--- src/rtl/serial_adder_ctrl.sv ---
`default_nettype none
// ============================================================================
// Module   : serial_adder_ctrl (+ fulladder_str)
// Purpose  : Bit-serial adder sequencer. Operands are taken over a
//            valid/ready handshake, then fed LSB-first, one bit per clock,
//            through a single shared 1-bit full adder. The carry is
//            registered between bits. The result is returned over a second
//            valid/ready handshake.
// Ports    : clk, rst_n            - rising-edge clock, async active-low reset
//            in_valid/in_ready     - operand handshake (ready only in IDLE)
//            a, b, cin             - operands, sampled on accept
//            out_valid/out_ready   - result handshake (valid only in HOLD)
//            sum, cout             - a+b+cin mod 2^WIDTH, carry out of MSB
//            busy                  - high while RUN or HOLD
// Revision : 1.0 - initial release
// ============================================================================

// Structural 1-bit full adder: the shared arithmetic resource.
module fulladder_str (
  output logic s,
  output logic c,
  input  logic a,
  input  logic b,
  input  logic cin
);
  wire p;
  wire g;
  wire t;

  xor u_x0 (p, a, b);
  xor u_x1 (s, p, cin);
  and u_a0 (g, a, b);
  and u_a1 (t, p, cin);
  or  u_o0 (c, g, t);
endmodule

module serial_adder_ctrl #(
  parameter int WIDTH = 8
) (
  input  logic             clk,
  input  logic             rst_n,
  input  logic             in_valid,
  output logic             in_ready,
  input  logic [WIDTH-1:0] a,
  input  logic [WIDTH-1:0] b,
  input  logic             cin,
  output logic             out_valid,
  input  logic             out_ready,
  output logic [WIDTH-1:0] sum,
  output logic             cout,
  output logic             busy
);

  localparam int CNT_W = $clog2(WIDTH) + 1;
  localparam logic [CNT_W-1:0] CNT_LAST = CNT_W'(WIDTH - 1);
  localparam logic [WIDTH-1:0] SUM_MSB  = WIDTH'(1) << (WIDTH - 1);

  typedef enum logic [1:0] {
    S_IDLE = 2'd0,
    S_RUN  = 2'd1,
    S_HOLD = 2'd2
  } state_t;

  state_t           state_q;
  logic [WIDTH-1:0] a_sh_q;
  logic [WIDTH-1:0] b_sh_q;
  logic             c_q;
  logic [CNT_W-1:0] cnt_q;
  logic [WIDTH-1:0] sum_q;
  logic             cout_q;
  logic             in_ready_q;
  logic             out_valid_q;
  logic             busy_q;

  logic             s_bit;
  logic             c_bit;

  fulladder_str u_fa (
    .s   (s_bit),
    .c   (c_bit),
    .a   (a_sh_q[0]),
    .b   (b_sh_q[0]),
    .cin (c_q)
  );

  always_ff @(posedge clk or negedge rst_n) begin
    if (!rst_n) begin
      state_q     <= S_IDLE;
      a_sh_q      <= '0;
      b_sh_q      <= '0;
      c_q         <= 1'b0;
      cnt_q       <= '0;
      sum_q       <= '0;
      cout_q      <= 1'b0;
      in_ready_q  <= 1'b0;
      out_valid_q <= 1'b0;
      busy_q      <= 1'b0;
    end else begin
      case (state_q)
        S_IDLE: begin
          // in_ready is registered, so it first rises one clock after reset
          // release; an accept needs both the state and the visible ready.
          if (in_ready_q && in_valid) begin
            a_sh_q     <= a;
            b_sh_q     <= b;
            c_q        <= cin;
            cnt_q      <= '0;
            sum_q      <= '0;
            in_ready_q <= 1'b0;
            busy_q     <= 1'b1;
            state_q    <= S_RUN;
          end else begin
            in_ready_q <= 1'b1;
          end
        end
        S_RUN: begin
          // New sum bit enters at the MSB so that after WIDTH shifts the
          // LSB-first result lands in natural bit order.
          sum_q  <= (sum_q >> 1) | (s_bit ? SUM_MSB : '0);
          a_sh_q <= a_sh_q >> 1;
          b_sh_q <= b_sh_q >> 1;
          c_q    <= c_bit;
          cnt_q  <= cnt_q + CNT_W'(1);
          if (cnt_q == CNT_LAST) begin
            cout_q      <= c_bit;
            out_valid_q <= 1'b1;
            state_q     <= S_HOLD;
          end
        end
        S_HOLD: begin
          if (out_ready) begin
            out_valid_q <= 1'b0;
            busy_q      <= 1'b0;
            in_ready_q  <= 1'b1;
            state_q     <= S_IDLE;
          end
        end
        default: begin
          out_valid_q <= 1'b0;
          busy_q      <= 1'b0;
          in_ready_q  <= 1'b0;
          state_q     <= S_IDLE;
        end
      endcase
    end
  end

  assign in_ready  = in_ready_q;
  assign out_valid = out_valid_q;
  assign sum       = sum_q;
  assign cout      = cout_q;
  assign busy      = busy_q;

endmodule
`default_nettype wire
--- config.mk ---
export PLATFORM = sky130hd
export DESIGN_NAME = serial_adder_ctrl
export DESIGN_NICKNAME = d
export VERILOG_FILES = /design/src/rtl/serial_adder_ctrl.sv
export SDC_FILE = /design/constraint.sdc
export NUM_CORES = 1
export LEC_CHECK = 0
export BUFFER_PORTS_ARGS = -buffer_cell sky130_fd_sc_hd__buf_2
export CAP_MARGIN = 25
export CORE_MARGIN = 3
export CORE_UTILIZATION = 52
export CTS_CLUSTER_DIAMETER = 200
export DETAILED_ROUTE_END_ITERATION = 16
export PLACE_DENSITY_LB_ADDON = 0.3
export SLEW_MARGIN = 25
export SYNTH_ARGS = -nofsm -noshare
export SYNTH_HDL_FRONTEND = slang
export SYNTH_SLANG_ARGS = --single-unit
export TNS_END_PERCENT = 30
--- constraint.sdc ---
create_clock -name clk -period 1.49 [get_ports clk]
set_input_delay 0.298 -clock clk [delete_from_list [all_inputs] [get_ports clk]]
set_output_delay 0.298 -clock clk [all_outputs]
set_load 0.03 [all_outputs]
==> impl_metrics.ini <==
[power_and_ir_drop]
power_leakage_nw = 0.9144
max-vdd-ir-drop_mv = 1.411
power_per_cell_area_mw_per_mm2 = 2172

[final_layout]
multi_input_area_sq_um = 515.5
layout.nets = 200
syn_to_final_growth_pct = 22.59
fill_cells = 187
fin_util_pct = 69.47
drive_gt1_share_pct = 30.51
antenna_cells = 0
regArea_sq_um = 877.1

[logic_synthesis]
ys_warn_count = 0
synth_seq_cells = 35
synth_area_sq_mm = 0.001468
syn_avg_cell_area_sq_um = 11.12
synth_cell_type_count = 27
netlist_top_cells_area = dfrtp_1 (60%), a22o_1 (6.0%), o21ai_0 (4.8%), o22ai_1 (4.3%), a21oi_1 (3.8%)
ys_seq_area_share_pct = 59.68
synthCells = 132
synth_fp_nets = 155
synth_top_area_share_pct = 59.68
synth_top_cell_by_area = dfrtp_1

[worst_setup_path]
worstPathMaxFanout = 6
reg2reg_depth = 5
reg2reg_to = state_q[1]$_DFFE_PN0P_
cp-start-kind = flip-flop
worstSetupPathType = reg -> out
required_ns = 1.19
end_kind = primary output
r2r_start = state_q[0]$_DFFE_PN0P_
crit_arrival_ns = 1.08
rrSetupSlack_ns = 0.13

[place]
finalWeightedCongestion = 0.9316
dp_hpwl_mm = 2.180
io_buffers = 32
dpl_worst_slack_ns = 0.05937

[sta]
worst_slack_ns = 0.1111
tns_ns = 0
fin_hold_ws_ns = 0.1802
fin_crit_sh_pct = 92.54
fmax_mhz = 725.2
setup_viol = 0
worst_pin_slew_ns = 0.3784
slew_headroom_pct = 74.58
final.min_clock_period_ns = 1.379
finalHoldViolCount = 0
maxSlewViolCount = 0
grt_setup_unrepaired = false
skew_ns = 0.01108

[cts]
clkSlewWorstSetupHoldPaths_ns = 0.10
clkLatencyLatePin_ns = 0.33
cts_buffers = 5
clockRootBuffer = clkbuf_4
cts_tree = built
htreeDepth = 2
cts_buffer_depth = 2
post_cts_buffers = 0
clock-sinks = 35

[floorplanning]
die_area_sq_mm = 0.003496
rows = 18
initial_core_util_pct = 56.67
core-area_sq_mm = 0.002590
num_io_pins = 33
dieWidth_microns = 59.13
die_h_microns = 59.13

[global_routing]
grt_pass1_wl_mm = 5.002
grt_max_degree = 16
grtUsageTotal_pct = 19.57
grt_overflow = 0
antenna_found_initial = 0
grt_pass1_vias = 1163

[flow_run]
drv_cap = 0

[min_path]
worstHoldPathCells = 2
hp-class = in -> reg
worstHoldStart = b[7]
min_to = b_sh_q[7]$_DFFE_PN0P_

[drt]
first_iter_violations = 68
wirelength_mm = 2.982
viasPerCell = 5.638
ant_nets = 0
drc = 0
drt_first_pass_iters = 4
wl_per_cell_microns = 14.41
dr_total_vias = 1167

[outcome]
status = finished clean
==> power breakdown <==
group	internal [W]	switching, W	total [W]
combinational	0.000734	0.00103	0.00177
sequential	0.00137	0.000257	0.00163
clock	0.000218	0.000296	0.000515
==> worst max-delay path by stage <==
stage | start | endpoint | depth (start not counted)
finish | in_ready$_DFFE_PN0P_ | in_ready | 2
global route | state_q[0]$_DFFE_PN0P_ | state_q[1]$_DFFE_PN0P_ | 5
CTS | state_q[1]$_DFFE_PN0P_ | c_q$_DFFE_PN0P_ | 3
detailed placement | in_valid | c_q$_DFFE_PN0P_ | 5
global placement | state_q[1]$_DFFE_PN0P_ | c_q$_DFFE_PN0P_ | 3
floorplan | in_ready$_DFFE_PN0P_ | a_sh_q[3]$_DFFE_PN0P_ | 5
==> kinds of logic after synthesis <==
kind of cell | synth area share [%]
simple gates | 5.371
compound gates | 23.70
mux | 3.410
flops | 59.68
buf+inv | 5.626
fa+ha+maj | 2.216
==> cell usage after synthesis <==
master / instances
o211ai_1: 1
clkbuf_1: 4
a31oi_1: 1
nor3b_1: 1
o2bb2ai_1: 1
a221oi_1: 2
o21ai_0: 14
buf_2: 3
nand4bb_1: 1
dfrtp_1: 35
nand3_1: 1
inv_1: 14
a221o_1: 1
ha_1: 1
nor2_1: 4
a21oi_1: 11
or2_0: 1
o31ai_1: 1
nor2b_1: 1
a22o_1: 10
nor3_1: 2
a21o_1: 2
o22ai_1: 10
nand2b_1: 1
nand2_1: 3
fa_1: 1
mux2i_1: 5
==> layer usage <==
layer,global-route usage [%],up-vias,wire (microns)
li1,-,569,-
met1,25.00,552,1282
met2,30.60,40,1438
met3,4.575,6,208
met4,11.00,0,53
met5,0,-,0
==> worst max-delay path: stages (launching register included) <==
cell and delay [ns]:
dfrtp_2 0.42, buf_4 0.15, buf_2 0.17
==> per-stage QoR <==
step	instances	total power, W	area (sq um)
2_1_floorplan	132	0.002848	1469
3_3_place_gp	199	0.003322	1727
3_5_place_dp	199	0.003405	1727
4_1_cts	207	0.003937	1793
5_1_grt	207	0.004226	1799
6_report	207	0.003909	1799
==> cells in the final DEF, fill, tap and decap left out, types with 2 or more instances in the layout <==
cell type / instances
nor2_1: 3
clkbuf_4: 5
a221oi_1: 2
a21o_1: 2
dfrtp_1: 34
buf_4: 12
o21ai_0: 14
o22ai_1: 10
nor3_1: 2
inv_1: 14
a21oi_1: 10
nand2_1: 3
a22o_1: 10
buf_2: 32
mux2i_1: 5
==> final cells by class <==
| class | instances | area share, % |
|---|---|---|
| clock buffers | 6 | 2.851 |
| clock inverters | 1 | 0.2782 |
| inverters | 14 | 2.921 |
| multi-input cells | 76 | 28.65 |
| flip-flops and latches | 35 | 48.75 |
| well taps | 30 | 2.086 |
| repair buffers | 45 | 14.46 |
==> sequential cells by signal (all words and copies together), names as in the netlist <==
name       flops
a_sh_q         8
b_sh_q         8
sum            8
cnt_q          4
state_q        2
busy           1
c_q            1
cout           1
in_ready       1
out_valid      1
==> timing repair <==
action                                  in CTS  in global routing
hold buffers                                 1                  0
endpoints found under the hold margin       12                  0
endpoints found under the setup margin       0                 20
gates resized for setup                      0                  2
(Power assumes the default switching activity.)
